==> src/rtl/env_pkg.sv <==
// env_pkg: envelope and sequencer state types plus the shared rate prescaler table.
package env_pkg;
   typedef enum logic [2:0] {ENV_IDLE, ATTACK, DECAY, SUSTAIN, RELEASE} env_state_e;
   typedef enum logic [1:0] {S_IDLE, S_FETCH, S_UPDATE, S_DONE} seq_state_e;
   localparam logic [15:0] RATE_LUT [16] = '{
      16'd1, 16'd2, 16'd3, 16'd4, 16'd6, 16'd9, 16'd11, 16'd12,
      16'd15, 16'd38, 16'd75, 16'd122, 16'd156, 16'd469, 16'd781, 16'd1250
   };
endpackage

==> src/rtl/env_step.sv <==
// env_step: combinational ADSR step for one voice; ENV_EXP_DECAY_EN selects level-scaled decay/release periods.
module env_step
   import env_pkg::*;
#(
   parameter int CNT_W = 16
) (
   input  logic             gate,
   input  logic             prev_gate,
   input  logic [7:0]       ad,
   input  logic [7:0]       sr,
   input  env_state_e       st,
   input  logic [7:0]       lvl,
   input  logic [CNT_W-1:0] cnt,
   output env_state_e       st_n,
   output logic [7:0]       lvl_n,
   output logic [CNT_W-1:0] cnt_n
);
   logic [CNT_W-1:0] lut_a, lut_r, lin, slow, period, cnt_inc;
   logic [7:0] ss, up, dn;
   logic hit, active;
   assign lut_a = CNT_W'(RATE_LUT[ad[7:4]]);
   assign lut_r = CNT_W'(RATE_LUT[st == DECAY ? ad[3:0] : sr[3:0]]);
   assign lin = (lut_r << 1) + lut_r;
`ifdef ENV_EXP_DECAY_EN
   logic [CNT_W+4:0] x, m;
   assign x = {5'd0, lin};
   assign m = lvl > 8'd93 ? x : lvl > 8'd54 ? x << 1 : lvl > 8'd26 ? x << 2 :
              lvl > 8'd14 ? x << 3 : lvl > 8'd6 ? x << 4 : (x << 4) + (x << 3) + (x << 2) + (x << 1);
   assign slow = |m[CNT_W+4:CNT_W] ? '1 : m[CNT_W-1:0];
`else
   assign slow = lin;
`endif
   assign period = st == ATTACK ? lut_a : slow;
   assign ss = {sr[7:4], sr[7:4]};
   assign up = &lvl ? lvl : lvl + 8'd1;
   assign dn = lvl == 8'd0 ? lvl : lvl - 8'd1;
   assign cnt_inc = &cnt ? cnt : cnt + CNT_W'(1);
   assign active = st inside {ATTACK, DECAY, RELEASE};
   assign hit = cnt >= period - CNT_W'(1);
   always_comb begin
      st_n = st;
      lvl_n = lvl;
      cnt_n = active && hit ? '0 : cnt_inc;
      if (gate && !prev_gate) begin
         st_n = ATTACK;
         cnt_n = '0;
      end else if (!gate && prev_gate) begin
         st_n = RELEASE;
         cnt_n = '0;
      end else if (st == ATTACK) begin
         lvl_n = hit ? up : lvl;
         st_n = &lvl_n ? DECAY : ATTACK;
      end else if (st == DECAY) begin
         lvl_n = hit && lvl > ss ? dn : lvl;
         st_n = lvl_n <= ss ? SUSTAIN : DECAY;
      end else if (st == SUSTAIN) begin
         st_n = lvl > ss ? DECAY : SUSTAIN;
      end else if (st == RELEASE) begin
         lvl_n = hit ? dn : lvl;
         st_n = lvl_n == 8'd0 ? ENV_IDLE : RELEASE;
      end
   end
endmodule

==> src/rtl/env_scheduler.sv <==
// env_scheduler: per-tick ADSR sequencer over all voices; ENV_EXP_DECAY_EN enables exponential-style decay in env_step.
module env_scheduler
   import env_pkg::*;
#(
   parameter int NUM_VOICES = 16,
   parameter int CNT_W      = 16
) (
   input  logic             clk_i,
   input  logic             rst_i,
   input  logic             sample_tick_i,
   input  logic [15:0][7:0] control_i,
   input  logic [15:0][7:0] ad_i,
   input  logic [15:0][7:0] sr_i,
   input  logic [3:0]       voice_idx_i,
   output logic [7:0]       env_o,
   output logic             busy_o,
   output logic             done_o,
   output logic             overrun_o
);
   localparam logic [3:0] LAST = 4'(NUM_VOICES - 1);
   env_state_e st_q [16];
   logic [7:0] lvl_q [16];
   logic [CNT_W-1:0] cnt_q [16];
   logic [15:0] prev_q;
   seq_state_e seq;
   logic [3:0] ptr;
   logic pending;
   logic f_gate, f_prev;
   logic [7:0] f_ad, f_sr, f_lvl;
   env_state_e f_st;
   logic [CNT_W-1:0] f_cnt;
   env_state_e n_st;
   logic [7:0] n_lvl;
   logic [CNT_W-1:0] n_cnt;
   logic ctl_unused;
   assign ctl_unused = ^control_i;
   assign env_o = lvl_q[voice_idx_i];
   env_step #(.CNT_W(CNT_W)) u_step (
      .gate(f_gate), .prev_gate(f_prev), .ad(f_ad), .sr(f_sr),
      .st(f_st), .lvl(f_lvl), .cnt(f_cnt),
      .st_n(n_st), .lvl_n(n_lvl), .cnt_n(n_cnt)
   );
   always_ff @(posedge clk_i) begin
      if (rst_i) begin
         for (int i = 0; i < 16; i++) begin
            st_q[i] <= ENV_IDLE;
            lvl_q[i] <= '0;
            cnt_q[i] <= '0;
         end
         prev_q <= '0;
         seq <= S_IDLE;
         ptr <= '0;
         pending <= 1'b0;
         busy_o <= 1'b0;
         done_o <= 1'b0;
         overrun_o <= 1'b0;
         f_gate <= 1'b0;
         f_prev <= 1'b0;
         f_ad <= '0;
         f_sr <= '0;
         f_lvl <= '0;
         f_st <= ENV_IDLE;
         f_cnt <= '0;
      end else begin
         done_o <= seq == S_DONE;
         overrun_o <= sample_tick_i && seq != S_IDLE && pending;
         if (sample_tick_i && seq != S_IDLE)
            pending <= 1'b1;
         case (seq)
            S_IDLE: if (sample_tick_i || pending) begin
               ptr <= '0;
               pending <= 1'b0;
               busy_o <= 1'b1;
               seq <= S_FETCH;
            end
            S_FETCH: begin
               f_gate <= control_i[ptr][0];
               f_prev <= prev_q[ptr];
               f_ad <= ad_i[ptr];
               f_sr <= sr_i[ptr];
               f_lvl <= lvl_q[ptr];
               f_st <= st_q[ptr];
               f_cnt <= cnt_q[ptr];
               seq <= S_UPDATE;
            end
            S_UPDATE: begin
               st_q[ptr] <= n_st;
               lvl_q[ptr] <= n_lvl;
               cnt_q[ptr] <= n_cnt;
               prev_q[ptr] <= f_gate;
               ptr <= ptr == LAST ? ptr : ptr + 4'd1;
               seq <= ptr == LAST ? S_DONE : S_FETCH;
            end
            default: begin
               busy_o <= 1'b0;
               seq <= S_IDLE;
            end
         endcase
      end
   end
endmodule

==> config.mk <==
export PLATFORM = sky130hd
export DESIGN_NAME = env_scheduler
export DESIGN_NICKNAME = d
export VERILOG_FILES = /design/src/rtl/env_pkg.sv /design/src/rtl/env_step.sv /design/src/rtl/env_scheduler.sv
export SDC_FILE = /design/constraint.sdc
export NUM_CORES = 1
export LEC_CHECK = 0
export ABC_AREA = 0
export CAP_MARGIN = 30
export CORE_ASPECT_RATIO = 2
export CORE_UTILIZATION = 35
export DETAILED_ROUTE_END_ITERATION = 10
export GPL_TIMING_DRIVEN = 0
export PLACE_DENSITY_LB_ADDON = 0.25
export SETUP_SLACK_MARGIN = 0.05
export SYNTH_ARGS = -nofsm -noshare
export SYNTH_HDL_FRONTEND = slang
export SYNTH_SLANG_ARGS = --single-unit
==> constraint.sdc <==
create_clock -name clk_i -period 16.02 [get_ports clk_i]
set_input_delay 3.204 -clock clk_i [delete_from_list [all_inputs] [get_ports clk_i]]
set_output_delay 3.204 -clock clk_i [all_outputs]
set_load 0.01 [all_outputs]
Word-level counts from Yosys, hierarchy flattened

Memories as Yosys holds them, arrays and structs flattened. A register that Yosys moved wholly into a read port is not among the register bits.
Index checks and enable logic that the tools add are counted.

Reductions and logical operators: 25
Bitwise gates (word level): 3
Add/subtract/negate cells: 6
$lt $le $gt $ge: 7
Equality and inequality tests: 10
Mux-type cells: 67

Operators with widths:

| kind                  | number |
|---|---|
| $mux 16               | 10 |
| $mux 8                | 14 |
| $bmux 8 s4            | 3 |
| $mux 3                | 8 |
| $mux 4                | 6 |
| $mux 1                | 17 |
| $add 16x1->16 const B | 1 |
| $add 16x16->16        | 1 |
| $bwmux 16             | 1 |
| $ge 16x16->1          | 1 |
| $logic_not 8->1       | 2 |
| $reduce_and 16->1     | 1 |
| $reduce_and 8->1      | 2 |
| $reduce_or 16->1      | 1 |
| $sub 16x1->16 const B | 1 |
| $ge 5x5->1 const B    | 2 |
| $not 4->5             | 2 |
| $add 8x1->8 const B   | 1 |
| $gt 8x8->1            | 1 |
| $le 8x8->1            | 1 |
| $pmux 4 s2            | 1 |
| $reduce_or 8->1       | 1 |
| $sub 8x1->8 const B   | 1 |
| $logic_and 1x1->1     | 7 |
| 25 further kinds      | 32 |

Register bits: 44
Word-level logic and storage cells: 134
Memories: 5
Bits of input ports: 391
Output and inout port bits: 11
Bits in read-only memories: 512
RAM bits: 432

Memory list:

| memory          | words | bits a word | read ports | clocked after Yosys merged registers in | wr ports | line                | source |
|---|---|---|---|---|---|---|---|
| (no name shown) | 16    | 16          | 1          | 0                                       | 0        | env_step.sv:21      | `assign lut_a = CNT_W'(RATE_LUT[ad[7:4]]);` |
| (no name shown) | 16    | 16          | 1          | 0                                       | 0        | env_step.sv:22      | `assign lut_r = CNT_W'(RATE_LUT[st == DECAY ? ad[3:0] : sr[3:0]]);` |
| cnt_q           | 16    | 16          | 1          | 1                                       | 16       | env_scheduler.sv:23 | `logic [CNT_W-1:0] cnt_q [16];` |
| lvl_q           | 16    | 8           | 2          | 1                                       | 16       | env_scheduler.sv:22 | `logic [7:0] lvl_q [16];` |
| st_q            | 16    | 3           | 1          | 1                                       | 16       | env_scheduler.sv:21 | `env_state_e st_q [16];` |

Longest topological paths before layout

Gate-level depths: netlist of the first run.

Depth after elaboration: 20
Gate-level depth with buffers: 40
Depth with buffers taken out: 38

Cells and area by module

Synthesis of the first run repeated with hierarchy kept, for this count alone.

Cells, all modules: 2585
Area, all modules: 29781.1 um2

By module, submodules not included:

| module        | seq. area each (um2) | instances | cells an instance | area each (um2) |
|---|---|---|---|---|
| env_scheduler | 14393.8              | 1         | 1961              | 25694.6 |
| env_step      | 0.0                  | 1         | 624               | 4086.4 |

Worst setup path before layout of the first run

OpenSTA, ideal clock, no wires.

Path type: input to output
Start: input port voice_idx_i[0]
End: output port env_o[0]
Stages: 4
Data arrival time: 5.022 ns
Data required time: 12.816 ns
Path slack: 7.794 ns
Path through: clkbuf_1 > buf_1 > mux4_2 > mux4_2

Longest elaborated chain between the ends: 1

RTL lines:

| what               | line                | source |
|---|---|---|
| start: declaration | env_scheduler.sv:14 | `input logic [3:0] voice_idx_i,` |
| $mem_v2 16x8       | -                   |  |
| end: declaration   | env_scheduler.sv:15 | `output logic [7:0] env_o,` |

Every way passes these cells.

==> results.ini, run 1 <==
[placement]
dp_hpwl_mm = 81.2
placed_cell_area_um2 = 32800
io_buffers = 286
globalplace.congestion = 0.904

[floorplanning]
io_pins = 402
die-height_um = 399
num_rows = 145
initial_core_util_pct = 35.3
chipWidth_um = 201
fp.coreArea_um2 = 78200
die_area_um2 = 80200

[sta]
rsz0062_at_grt = no
relSlewSlack_pct = 27.9
max_clock_freq_ghz = 0.0972
setup_violations = 0
worst_clock_skew_ns = 0.0190
drv_slew = 0
setup_tns_ns = 0
finalCriticalPeriod_ns = 10.29
timing.final.crit_share_pct = 64.2
tightest_slew_ns = 1.08
hold_viol = 0

[pwr]
power_density_nw_per_um2 = 113
cellLeakagePower_nw = 11.1
max-vdd-ir-drop_mv = 0.0835

[setup_path]
reg2reg_depth = 38
cp-start-kind = register
crit_buf_inv = 3
cp_data_arrival_time_ns = 10.72
r2r-end = st_q[1][0]
worst-path-max-fanout = 10
r2r_setup_slack_ns = 5.73
endpoint_kind = register
r2r-start = f_st[2]
path_delay_family = compound AO/OA/AOI/OAI gates
crit_type = register to register
slowest_delay_ns = 0.64
crit_end = st_q[1][0]
setup.worst_path.start = f_st[2]
cp_slowest_cell = nor3b_4
crit_cells = 38
crit_required_ns = 16.45

[drt]
wl_mm = 106
drc = 0
vias = 20755
drtIter0Drc = 1899
vias_per_cell = 5.84
wl_met1_mm = 34.1
wl_per_cell_um = 29.8
met3_length_mm = 7.23
wl_met2_mm = 56.1
top_layer_used = met5
antenna_left = 0
first_pass_iters = 6

[clock_network]
cts_tree = built
clk_pin_slew_ns = 0.07
postCtsSetupBuffers = 0
numCtsBuffers = 44
cts-resized-gates = 0
cts_root_buffer = clkbuf_16
h-tree-depth = 2
clock_path_buffers = 3
clkSinkCount = 503
cts_hold_buf = 0
clk_latency_ns = 0.59

[global_routing]
grt_max_degree = 22
grt_pass1_vias = 22079
gr-total-overflow = 0
grt_pass1_wl_mm = 150
antenna_found_initial = 6
track_usage_pct = 26.3

[yosys]
yosys-top-cells-count = nor2_1, edfxtp_1, mux4_2
synth.distinct_cells = 85
avgSynthCellArea_um2 = 13.1
synth_warnings = 0
netlist_area_um2 = 27600
yosysTopAreaCellShare_pct = 46.9
synth_area_leaders = edfxtp_1, mux4_2, nor2_1, dfxtp_1, ha_1
ys_async_sr_fraction_pct = 0
ys_ff_latch = 503
syn_nets = 2564
synth_edf_count = 432
netlist_instances = 2108
yosys_most_used_dff = edfxtp_1
synth.most_common_cell = nor2_1
synth_top_area_cell = edfxtp_1
ys_seq_area_share_pct = 52.1

[cells_and_area]
postLayoutCoreUtil_pct = 43.7
drive_above_1_share_pct = 17.2
fin_nets = 2946
final_area_um2 = 34200
synthToLayoutAreaGrowth_pct = 23.7

[outcome]
status = complete, no violations

[worst_hold_path]
hp-class = register to register

[job]
maxCapViolations = 0

[power by group]
part | internal (mW) | leakage (nW) | total, mW | switching (mW)
clock network | 0.560 | 0.657 | 1.06 | 0.503
registers | 1.49 | 4.99 | 1.54 | 0.0548
logic | 0.509 | 5.47 | 1.26 | 0.750
[area by class of cell]
| cell class | count | area [um2] |
|---|---|---|
| multi-input cells | 1388 | 12600 |
| clock buffers | 61 | 1190 |
| well taps | 1029 | 1290 |
| clock inverters | 20 | 173 |
| fillers | 7103 | 44000 |
| inverters | 49 | 184 |
| diodes | 2 | 5.00 |
| plain buffers | 168 | 658 |
| flip-flops and latches | 503 | 14400 |
| repair buffers | 336 | 3710 |
[cells by family after synthesis]
kind of cell               Yosys count  share of synthesized area (%)
DFF                                503                           52.1
buffers and inverters              217                           3.03
muxes                              328                           23.9
xor gates and xnor gates            43                           1.36
adders and majority gates           67                           3.04
AOI/OAI and AO/OA                  188                           5.00
and+or+nand+nor                    762                           11.6
[sequential cells by signal, indices dropped and copies added, names as in the netlist]
| register | flops |
|---|---|
| cnt_q | 256 |
| lvl_q | 128 |
| st_q | 48 |
| f_cnt | 16 |
| prev_q | 16 |
| f_ad | 8 |
| f_lvl | 8 |
| f_sr | 8 |
| ptr | 4 |
| f_st | 3 |
| seq | 2 |
| busy_o | 1 |
| done_o | 1 |
| f_gate | 1 |
| f_prev | 1 |
| overrun_o | 1 |
| pending | 1 |
[through the flow]
| stage | std cells | setup slack, ns | hold slack, ns | power (mW) |
|---|---|---|---|---|
| 4_1_cts | 3550 | 5.83 | 0.442 | 3.86 |
| 3_3_place_gp | 3423 | 5.82 | 0.434 | 2.76 |
| 5_1_grt | 3555 | 5.08 | 0.470 | 4.00 |
| 6_report | 3556 | 5.73 | 0.448 | 3.86 |
| 3_5_place_dp | 3469 | 5.82 | 0.430 | 2.81 |
| 2_1_floorplan | 2108 | 7.79 | 0.415 | 2.33 |
[worst min-delay path by stage]
| stage | depth (start not counted) | to | from |
|---|---|---|---|
| final | 2 | overrun_o | pending |
| after global routing | 2 | overrun_o | pending |
| after CTS | 2 | overrun_o | pending |
| after detailed placement | 2 | overrun_o | pending |
| after global placement | 2 | overrun_o | pending |
| after floorplan | 2 | overrun_o | pending |
[per-layer routing]
metal	GRT usage, %	vias up
met1	26.6	10494
met3	3.73	355
li1	-	8735
met5	0	-
met2	49.1	1167
met4	19.2	4
[worst register-to-register path, delay by kind of cell (launching register included)]
kind | cells | cell delay (ns)
xor+xnor | 2 | 0.19
flops | 1 | 0.32
simple gates | 12 | 3.16
buf+inv | 3 | 0.63
compound gates | 15 | 3.40
fa+ha+maj | 5 | 1.88
mux | 1 | 0.58
[cells in the final DEF, fill, tap and decap left out, types with 18 or more instances in the layout]
cell,netlist,final
a21oi_1,28,28
buf_1,23,22
buf_8,0,28
clkbuf_1,138,150
clkbuf_16,0,44
clkdlybuf4s50_1,0,286
dfxtp_1,71,71
edfxtp_1,432,432
ha_1,64,64
inv_1,47,47
mux2i_1,56,56
mux4_2,265,265
nand2_1,93,93
nand3_1,31,31
nand4_1,19,19
nor2_1,534,534
nor3_1,18,18
o21ai_0,27,27
xnor2_1,29,29
Power figures use the tool's default switching activity.
==> run 2: changes to the inputs <==
- clock period: 16.02 -> 9.9 ns (I/O delays scaled with it)
==> results.ini, run 2 (synthesized netlist as in run 1, its figures left out) <==
[cells_and_area]
mostFrequentLayoutCells = nor2_1, edfxtp_1, clkdlybuf4s50_1
fin_nets = 2950
postLayoutCoreUtil_pct = 43.8
reg_top3 = cnt_q (256), lvl_q (128), st_q (48)
final_common_cell = nor2_1
largest_reg_flops = 256
largest_register = cnt_q
drive_above_1_share_pct = 17.4
final_area_um2 = 34200
synthToLayoutAreaGrowth_pct = 23.9
final.fill_count = 7104

[floorplanning]
die_area_um2 = 80200
num_rows = 145
die-height_um = 399
initial_core_util_pct = 35.3
fp.coreArea_um2 = 78200
io_pins = 402
chipWidth_um = 201

[setup_path]
cp_slowest_cell = or4_1
endpoint_kind = register
cp_data_arrival_time_ns = 9.61
r2r_setup_slack_ns = 0.73
r2r-start = f_st[2]
worst-path-max-fanout = 10
setup.worst_path.start = f_st[2]
crit_type = register to register
slowest_delay_ns = 0.61
crit_required_ns = 10.33
cp-start-kind = register

[clock_network]
clk_latency_ns = 0.59
clock_path_buffers = 3
clk_pin_slew_ns = 0.07
h-tree-depth = 2
cts_tree = built
numCtsBuffers = 44
cts_hold_buf = 0
clkSinkCount = 503
cts_root_buffer = clkbuf_16

[placement]
dp_hpwl_mm = 81.2
placed_cell_area_um2 = 32800
io_buffers = 286
globalplace.congestion = 0.904

[global_routing]
grt_pass1_wl_mm = 150
track_usage_pct = 26.3
gr-total-overflow = 0
grt_pass1_vias = 22094
antenna_found_initial = 6
grt_max_degree = 22

[sta]
finalCriticalPeriod_ns = 9.17
relSlewSlack_pct = 27.5
tightest_slew_ns = 1.09
setup_violations = 0
timing.final.crit_share_pct = 92.7
holdWs_ns = 0.445
max_clock_freq_ghz = 0.109
hold_viol = 0
rsz0062_at_grt = no
worst_clock_skew_ns = 0.0167
drv_slew = 0

[drt]
drtIter0Drc = 1874
antenna_left = 0
wl_mm = 106
first_pass_iters = 6
vias_per_cell = 5.83
wl_per_cell_um = 29.8
vias = 20762
drc = 0

[pwr]
max-vdd-ir-drop_mv = 0.135
cellLeakagePower_nw = 11.1
power_density_nw_per_um2 = 184

[job]
maxCapViolations = 0

[outcome]
status = complete, no violations

[worst_hold_path]
hp-class = register to register
min-delay-start = pending

[run 2: final cells by class]
type | count | area (um2) | area share (%)
Multi-Input combinational cell | 1388 | 12600 | 36.8
Clock buffer | 61 | 1190 | 3.49
Inverter | 49 | 184 | 0.537
Tap cell | 1029 | 1290 | 3.76
Timing Repair Buffer | 340 | 3740 | 10.9
Clock inverter | 20 | 173 | 0.504
Antenna cell | 2 | 5.00 | 0.0146
Sequential cell | 503 | 14400 | 42.0
Buffer | 168 | 658 | 1.92
[run 2: power by group]
group	switching [mW]	leakage, nW	total (mW)	internal (mW)
Clock	0.813	0.657	1.72	0.906
Sequential	0.0893	5.00	2.50	2.41
Combinational	1.23	5.49	2.07	0.843
[run 2: worst paths after layout]
path / cells past startpoint / endpoint
setup / recovery: 38 / st_q[8][0]
hold / removal: 2 / overrun_o
hold reg to reg: 2 / overrun_o
setup reg to reg: 38 / st_q[8][0]
[run 2: through the flow]
step	setup WS (ns)	power [mW]	instances	setup TNS (ns)
final	0.727	6.28	3560	0
after global routing	0.116	6.51	3559	0
after CTS	0.265	6.26	3553	0
after detailed placement	-0.303	4.55	3469	-3.34
after global placement	-0.296	4.47	3423	-3.10
after floorplan	1.93	3.77	2108	0
[run 2: what timing repair did]
action                                  4_1_cts  5_1_grt
endpoints found under the setup margin       16       16
setup buffers                                 3        1
resized for setup                             1        4
pin swaps                                     1        1
[run 2: routing by layer]
layer	track usage, %	part of all wire [%]	vias to the layer above
met2	49.1	53	1148
li1	-	-	8740
met4	19.0	8.0	4
met1	26.7	32	10517
met3	3.67	6.6	353
met5	0	0.023	-
[run 2: critical path, delay by kind of cell (launching register included)]
| kind | cells | cell delay [ns] |
|---|---|---|
| adders and majority gates | 6 | 2.31 |
| xor gates and xnor gates | 2 | 0.28 |
| AOI/OAI and AO/OA | 11 | 2.24 |
| buffers and inverters | 5 | 0.88 |
| and+or+nand+nor | 13 | 2.56 |
| DFF | 1 | 0.32 |
| muxes | 1 | 0.41 |
